## config.mk

```make
export PLATFORM = sky130hd
export DESIGN_NAME = fetch_unit_flat
export DESIGN_NICKNAME = d
export VERILOG_FILES = /design/src/rtl/fetch_unit_if.sv /design/src/rtl/fetch_unit.sv /design/src/flat_wrapper.sv
export SDC_FILE = /design/constraint.sdc
export NUM_CORES = 1
export LEC_CHECK = 0
export BUFFER_PORTS_ARGS = -buffer_cell sky130_fd_sc_hd__buf_2
export CORE_ASPECT_RATIO = 1.25
export CORE_MARGIN = 10
export CORE_UTILIZATION = 35
export DETAILED_ROUTE_END_ITERATION = 8
export PLACE_DENSITY = 0.63
export SLEW_MARGIN = 30
export SYNTH_ARGS = -nofsm -noshare
export SYNTH_HDL_FRONTEND = slang
export SYNTH_SLANG_ARGS = --single-unit
```

## constraint.sdc

```tcl
create_clock -name clk -period 5 [get_ports clk]
set_clock_uncertainty 0.15 [all_clocks]
set_input_delay 0 -clock clk [delete_from_list [all_inputs] [get_ports clk]]
set_output_delay 0 -clock clk [all_outputs]
set_load 0.03 [all_outputs]
```

## src/rtl/fetch_unit_if.sv

```systemverilog
// Fetch-unit handshakes: imem request/response channels, redirect input and decoder output.
// master = fetch unit side, slave = memory/decoder/branch side.
interface fetch_unit_if #(
   parameter int DATA_WIDTH = 32
) ();
   logic                  imem_req_valid;
   logic                  imem_req_ready;
   logic [DATA_WIDTH-1:0] imem_req_addr;
   logic                  imem_rsp_valid;
   logic [DATA_WIDTH-1:0] imem_rsp_data;
   logic                  redirect_valid;
   logic [DATA_WIDTH-1:0] redirect_pc;
   logic                  instr_valid;
   logic                  instr_ready;
   logic [DATA_WIDTH-1:0] instruction;
   logic [DATA_WIDTH-1:0] instr_pc;

   modport master (
      output imem_req_valid, imem_req_addr, instr_valid, instruction, instr_pc,
      input  imem_req_ready, imem_rsp_valid, imem_rsp_data, redirect_valid, redirect_pc,
             instr_ready
   );

   modport slave (
      input  imem_req_valid, imem_req_addr, instr_valid, instruction, instr_pc,
      output imem_req_ready, imem_rsp_valid, imem_rsp_data, redirect_valid, redirect_pc,
             instr_ready
   );
endinterface

```

## src/rtl/fetch_unit.sv

```systemverilog
// Instruction fetch stage: PC, credit-limited imem requests, instruction FIFO, redirect flush.
// Optional performance counters are enabled by defining FETCH_PERF_CNT_EN.
module fetch_unit #(
   parameter int                    DATA_WIDTH = 32,
   parameter int                    FIFO_DEPTH = 4,
   parameter logic [DATA_WIDTH-1:0] RESET_PC   = '0
) (
   input  logic         clk,
   input  logic         rst,
   fetch_unit_if.master bus
`ifdef FETCH_PERF_CNT_EN
   ,
   output logic [31:0]  fetch_count,
   output logic [31:0]  stall_count
`endif
);
   localparam int          AW      = $clog2(FIFO_DEPTH);
   localparam int          CW      = AW + 1;
   localparam logic [CW:0] DEPTH_C = (CW+1)'(FIFO_DEPTH);

   logic [DATA_WIDTH-1:0] pc_q, pc_d;
   logic [CW-1:0]         out_q, out_d;
   logic [CW-1:0]         cnt_q, cnt_d;
   logic [DATA_WIDTH-1:0] disc_q, disc_d;
   logic [AW-1:0]         aq_wr_q, aq_wr_d, aq_rd_q, aq_rd_d;
   logic [AW-1:0]         iq_wr_q, iq_wr_d, iq_rd_q, iq_rd_d;

   logic [DATA_WIDTH-1:0] aq_mem  [FIFO_DEPTH];
   logic [DATA_WIDTH-1:0] iq_data [FIFO_DEPTH];
   logic [DATA_WIDTH-1:0] iq_pc   [FIFO_DEPTH];

   logic        redir;
   logic        pop;
   logic        req_valid;
   logic        accept;
   logic        rsp_drop;
   logic        rsp_take;
   logic        head_valid;
   logic [CW:0] credit;

   // Credits cover both in-flight requests and buffered words, so a push never hits a full FIFO.
   always_comb begin
      redir      = bus.redirect_valid;
      head_valid = (cnt_q != '0);
      pop        = head_valid && bus.instr_ready;
      credit     = {1'b0, out_q} + {1'b0, cnt_q} - {{CW{1'b0}}, pop};
      req_valid  = !rst && !redir && (credit < DEPTH_C);
      accept     = req_valid && bus.imem_req_ready;
      rsp_drop   = bus.imem_rsp_valid && (disc_q != '0);
      rsp_take   = bus.imem_rsp_valid && (disc_q == '0) && (out_q != '0);
   end

   always_comb begin
      pc_d    = pc_q;
      out_d   = out_q;
      cnt_d   = cnt_q;
      disc_d  = disc_q;
      aq_wr_d = aq_wr_q;
      aq_rd_d = aq_rd_q;
      iq_wr_d = iq_wr_q;
      iq_rd_d = iq_rd_q;
      if (redir) begin
         // Everything still in flight becomes a response to discard.
         pc_d    = bus.redirect_pc & ~DATA_WIDTH'(3);
         out_d   = '0;
         cnt_d   = '0;
         aq_wr_d = '0;
         aq_rd_d = '0;
         iq_wr_d = '0;
         iq_rd_d = '0;
         disc_d  = disc_q + DATA_WIDTH'(out_q) - DATA_WIDTH'(rsp_drop || rsp_take);
      end else begin
         if (accept) begin
            pc_d    = pc_q + DATA_WIDTH'(4);
            aq_wr_d = aq_wr_q + AW'(1);
         end
         if (rsp_take) begin
            aq_rd_d = aq_rd_q + AW'(1);
            iq_wr_d = iq_wr_q + AW'(1);
         end
         if (pop) begin
            iq_rd_d = iq_rd_q + AW'(1);
         end
         out_d  = out_q + CW'(accept) - CW'(rsp_take);
         cnt_d  = cnt_q + CW'(rsp_take) - CW'(pop);
         disc_d = disc_q - DATA_WIDTH'(rsp_drop);
      end
   end

   always_ff @(posedge clk or posedge rst) begin
      if (rst) begin
         pc_q    <= RESET_PC;
         out_q   <= '0;
         cnt_q   <= '0;
         disc_q  <= '0;
         aq_wr_q <= '0;
         aq_rd_q <= '0;
         iq_wr_q <= '0;
         iq_rd_q <= '0;
      end else begin
         pc_q    <= pc_d;
         out_q   <= out_d;
         cnt_q   <= cnt_d;
         disc_q  <= disc_d;
         aq_wr_q <= aq_wr_d;
         aq_rd_q <= aq_rd_d;
         iq_wr_q <= iq_wr_d;
         iq_rd_q <= iq_rd_d;
      end
   end

   // Storage arrays carry data only; validity is tracked by the counters above.
   always_ff @(posedge clk) begin
      if (accept) begin
         aq_mem[aq_wr_q] <= pc_q;
      end
      if (rsp_take && !redir) begin
         iq_data[iq_wr_q] <= bus.imem_rsp_data;
         iq_pc[iq_wr_q]   <= aq_mem[aq_rd_q];
      end
   end

   assign bus.imem_req_valid = req_valid;
   assign bus.imem_req_addr  = pc_q;
   assign bus.instr_valid    = head_valid;
   assign bus.instruction    = head_valid ? iq_data[iq_rd_q] : '0;
   assign bus.instr_pc       = head_valid ? iq_pc[iq_rd_q]   : '0;

`ifdef FETCH_PERF_CNT_EN
   logic [31:0] fetch_cnt_q, fetch_cnt_d;
   logic [31:0] stall_cnt_q, stall_cnt_d;

   // A pop coinciding with a redirect is discarded, so it is not counted as a fetch.
   always_comb begin
      fetch_cnt_d = fetch_cnt_q + 32'(pop && !redir);
      stall_cnt_d = stall_cnt_q + 32'(bus.instr_ready && !head_valid);
   end

   always_ff @(posedge clk or posedge rst) begin
      if (rst) begin
         fetch_cnt_q <= '0;
         stall_cnt_q <= '0;
      end else begin
         fetch_cnt_q <= fetch_cnt_d;
         stall_cnt_q <= stall_cnt_d;
      end
   end

   assign fetch_count = fetch_cnt_q;
   assign stall_count = stall_cnt_q;
`endif
endmodule

```

## src/flat_wrapper.sv

```systemverilog
// flat-port wrapper written by rule: the top's interface ports become plain ports
module fetch_unit_flat 
#(
   parameter int                    DATA_WIDTH = 32,
   parameter int                    FIFO_DEPTH = 4,
   parameter logic [DATA_WIDTH-1:0] RESET_PC   = '0
)
  (clk, rst, bus_imem_req_valid, bus_imem_req_addr, bus_instr_valid, bus_instruction, bus_instr_pc, bus_imem_req_ready, bus_imem_rsp_valid, bus_imem_rsp_data, bus_redirect_valid, bus_redirect_pc, bus_instr_ready);
  fetch_unit_if #(.DATA_WIDTH(DATA_WIDTH)) bus_i ();
  input  logic clk;
  input  logic rst;
  output wire logic [$bits(bus_i.imem_req_valid)-1:0] bus_imem_req_valid;
  output wire logic [$bits(bus_i.imem_req_addr)-1:0] bus_imem_req_addr;
  output wire logic [$bits(bus_i.instr_valid)-1:0] bus_instr_valid;
  output wire logic [$bits(bus_i.instruction)-1:0] bus_instruction;
  output wire logic [$bits(bus_i.instr_pc)-1:0] bus_instr_pc;
  input wire logic [$bits(bus_i.imem_req_ready)-1:0] bus_imem_req_ready;
  input wire logic [$bits(bus_i.imem_rsp_valid)-1:0] bus_imem_rsp_valid;
  input wire logic [$bits(bus_i.imem_rsp_data)-1:0] bus_imem_rsp_data;
  input wire logic [$bits(bus_i.redirect_valid)-1:0] bus_redirect_valid;
  input wire logic [$bits(bus_i.redirect_pc)-1:0] bus_redirect_pc;
  input wire logic [$bits(bus_i.instr_ready)-1:0] bus_instr_ready;
  assign bus_imem_req_valid = bus_i.imem_req_valid;
  assign bus_imem_req_addr = bus_i.imem_req_addr;
  assign bus_instr_valid = bus_i.instr_valid;
  assign bus_instruction = bus_i.instruction;
  assign bus_instr_pc = bus_i.instr_pc;
  assign bus_i.imem_req_ready = bus_imem_req_ready;
  assign bus_i.imem_rsp_valid = bus_imem_rsp_valid;
  assign bus_i.imem_rsp_data = bus_imem_rsp_data;
  assign bus_i.redirect_valid = bus_redirect_valid;
  assign bus_i.redirect_pc = bus_redirect_pc;
  assign bus_i.instr_ready = bus_instr_ready;
  fetch_unit #(.DATA_WIDTH(DATA_WIDTH), .FIFO_DEPTH(FIFO_DEPTH), .RESET_PC(RESET_PC)) u_core (.clk(clk), .rst(rst), .bus(bus_i));
endmodule
```

==> qor.csv <==
stage,metric,value,unit
run_status,status,finished clean,
global_route,grt_max_degree,78,
clock_network,clock-sinks,444,
synth,synth_edf_count,368,
placed_design,gp_congestion,0.8547,
routing,ant_nets,0,
synth,synth_area,20330,sq um
die,start_util,35.42,%
power,p_seq_share,33.6,%
power,switchingPower,5.041,mW
global_route,grt_util_all_layers,13.61,%
sta,hold_viol_final,0,
synth,ys.flop_type,edfxtp_1,
global_route,grt_pass1_vias,13070,
power,leakagePower,9.076,nW
power,p_per_area,541.5,nW/um^2
synth,synthMostInstantiatedCell,edfxtp_1,
worst_hold_path,whs_endpoint,u_core.iq_data[1][26],
final_layout,post_route_cells_drive_above_1_share,23.49,%
synth,synth_seq_area_share,63.72,%
power,pwr-share-clk,23.1,%
setup_path,r2r_end,u_core.disc_q[28],
synth,synth_top_area_share,54.36,%
routing,wl_per_cell,19.19,um
die,die_h,289.4,um
routing,routed_wl,47070,um
final_layout,fin_area,24810,sq um
power,irDropWorstVdd,0.3788,mV
final_layout,area_delta_synth_final,22.07,%
final_layout,antennaDiodeCount,0,
final_layout,fillCellCount,5099,
setup_path,r2r-start,u_core.disc_q[6],
power,combPwrFrac,43.3,%
synth,synth_area_leader_cell,edfxtp_1,
clock_network,clock_path_buffers,3,
die,std_cell_rows,98,
global_route,grt_overflow,0,
synth,synthCells,1358,
setup_path,required,5.26,ns
synth,synth_common_cells,"edfxtp_1, ha_1, mux4_2",
worst_hold_path,hp-start,bus_imem_rsp_data[26],
power,netSwitchingFraction,37.52,%
routing,drtIter0Drc,797,
setup_path,path_buf_inv,6,
routing,viasPerCell,4.914,
final_layout,nets,1837,
placed_design,hpwl,31390,um
routing,drc,0,
flow_run,maxCapViolCount,0,
synth,ys_warn_count,0,
synth,synth_area_leaders,"edfxtp_1, mux4_2, dfrtp_1",
power,p_int,8.395,mW
sta,worstMarginPinSlew,0.8408,ns
die,io_pins,168,
sta,fin_tns_setup,0,ns
sta,report.final.slew_viol_count,0,
final_layout,multiInputGateArea,6932,sq um
placed_design,dpl_cell_area,22360,sq um
die,dieArea,68180,sq um
setup_path,path_max_fanout,3,
die,die_w,235.6,um
setup_path,start_kind,flip-flop,
clock_network,worstSkewPairLatency,0.56,ns
routing,dr.pass1.iters,4,
clock_network,path_clk_slew,0.06,ns
sta,finalCritPeriodShare,96.02,%
setup_path,crit_type,flip-flop to flip-flop,
setup_path,path_cells,"inv_1, ha_2, nand2_2, or3_1, or4_4, o21a_1, ha_1, inv_1, ha_1, inv_1, fa_2, nor2b_2, o211ai_2, buf_4, a2111oi_4, a2111oi_2, buf_4, o21ai_2, a311oi_1, buf_4, o21ai_2, xnor2_1, mux2i_1",
synth,synth_area_per_cell,14.97,sq um
setup_path,endpoint_kind,flip-flop,
sta,slew_headroom,43.95,%
placed_design,port_buffers,161,
global_route,antenna_found_initial,2,
sta,max_freq,0.2083,GHz
clock_network,cts_root_buffer,clkbuf_16,
clock_network,cts_tree,built,
sta,finalSetupViolCount,0,
final_layout,fin_util,43.24,%
setup_path,reg2reg_slack,0.20,ns
clock_network,cts_buffers,44,
sta,finalCriticalPeriod,4.801,ns
setup_path,cp_top_family,simple AND/OR/NAND/NOR gates,
setup_path,slowest_stage,or4_4,
worst_hold_path,holdPathStages,2,
setup_path,reg2reg_depth,23,
global_route,grt_pass1_wl,74320,um
clock_network,htree_levels,2,
synth,synth.distinct_cells,61,
worst_hold_path,holdCritPathClass,input pin to flip-flop,
routing,dr_total_vias,12050,
final_layout,seq_area,12960,sq um
setup_path,cp_data_arrival_time,5.06,ns
die,core,57390,sq um
synth,async_flop_share,17.12,%
synth,synth_seq_cells,444,
setup_path,slowest_delay,0.56,ns
==> cell usage in the layout, fill, tap and decap left out, types with 4 or more instances in the layout <==
cell type        n
a21oi_1         52
a31oi_1          6
and2_1          72
and2_4           4
and3_1          12
buf_12           8
buf_2          160
buf_4           42
clkbuf_1        11
clkbuf_16       45
clkinv_1        10
clkinv_2         7
conb_1           4
dfrtp_1         73
dlygate4sd3_1  102
edfxtp_1       368
ha_1            94
inv_1           89
mux2i_1          6
mux4_2          92
nand2_1         79
nand3_1         26
nand4_1          7
nor2_1          80
nor2b_1          8
nor3_1           7
o21ai_0         41
o21ai_1          7
o21bai_1         4
o31ai_1         11
or2_2            5
or4_4            4
xnor2_1         74
xor2_1          26
==> metal layers <==
layer  track usage [%]  vias up  part of all wire (%)
li1                  -     5623                     -
met1             16.11     6069                    40
met2             24.97      290                    52
met3             2.473       68                   5.3
met4             3.658        4                   2.1
met5                 0        -                 0.030
==> worst reg2reg max path, cell delays in order (launching register included) <==
cell and delay, ns:
dfrtp_1 0.37, inv_1 0.08, ha_2 0.20, nand2_2 0.08
or3_1 0.40, or4_4 0.56, o21a_1 0.19, ha_1 0.27
inv_1 0.06, ha_1 0.16, inv_1 0.06, fa_2 0.35
nor2b_2 0.15, o211ai_2 0.09, buf_4 0.15, a2111oi_4 0.30
a2111oi_2 0.11, buf_4 0.18, o21ai_2 0.15, a311oi_1 0.10
buf_4 0.16, o21ai_2 0.13, xnor2_1 0.13, mux2i_1 0.09
==> power by group through the flow <==
| stage | clock, mW | sequential, mW | combinational (mW) |
|---|---|---|---|
| CTS | 3.19 | 4.52 | 5.75 |
| finish | 3.10 | 4.52 | 5.81 |
| global route | 3.32 | 4.55 | 6.41 |
| floorplan | 0 | 4.53 | 4.08 |
| global placement | 0 | 4.58 | 5.60 |
| detailed placement | 0 | 4.60 | 5.62 |
==> logic make-up after synthesis <==
logic type	share of synthesized area, %
AOI/OAI and AO/OA	4.641
xor gates and xnor gates	4.308
adders and majority gates	6.143
buffers and inverters	2.659
DFF	63.72
muxes	10.49
other	0.01845
and+or+nand+nor	8.026
==> worst max-delay path by stage <==
stage                     start                end  slack, ns  cells after the start
6_report       u_core.disc_q[6]  u_core.disc_q[28]       0.20                     23
5_1_grt        u_core.disc_q[7]  u_core.disc_q[16]      -0.02                     22
3_3_place_gp   u_core.disc_q[6]  u_core.disc_q[28]       0.12                     22
2_1_floorplan  u_core.disc_q[8]  u_core.disc_q[16]       0.43                     20
4_1_cts        u_core.disc_q[6]  u_core.disc_q[28]       0.03                     22
3_5_place_dp   u_core.disc_q[6]  u_core.disc_q[28]       0.03                     22
==> timing repair <==
| action | CTS | global route |
|---|---|---|
| setup buffers | 0 | 3 |
| gates resized for setup | 1 | 14 |
| endpoints found under the hold margin | 262 | 0 |
| endpoints found under the setup margin | 1 | 8 |
| pin swaps | 0 | 4 |
| hold buffers | 102 | 0 |
==> registers in the layout, summed over array words and instances (netlist names) <==
register and cells:
u_core.out_q 3, u_core.aq_wr_q 2, u_core.disc_q 32, u_core.iq_pc 120
u_core.iq_data 128, u_core.aq_rd_q 2, u_core.bus.imem_req_addr 30, u_core.aq_mem 120
u_core.cnt_q 3, u_core.iq_rd_q 2, u_core.iq_wr_q 2
==> metrics by stage <==
step	setup WS [ns]	hold WS (ns)	total power, mW	cells
after global placement	0.1168	0.06026	10.18	2268
after floorplan	0.4330	-0.05113	8.606	1361
final	0.1992	0.04141	13.44	2453
after detailed placement	0.02813	0.01466	10.23	2268
after global routing	-0.02325	0.04806	14.29	2453
after CTS	0.02713	0.02416	13.46	2450
==> area by class of cell <==
class	instances	share of cell area, %
Inverter	90	1.382
Timing Repair Buffer	312	9.258
Tap cell	750	3.782
Sequential cell	444	52.23
Multi-Input combinational cell	777	27.93
Clock inverter	24	0.7059
Clock buffer	56	4.705
Note: power is estimated with default switching activity, not from simulation.
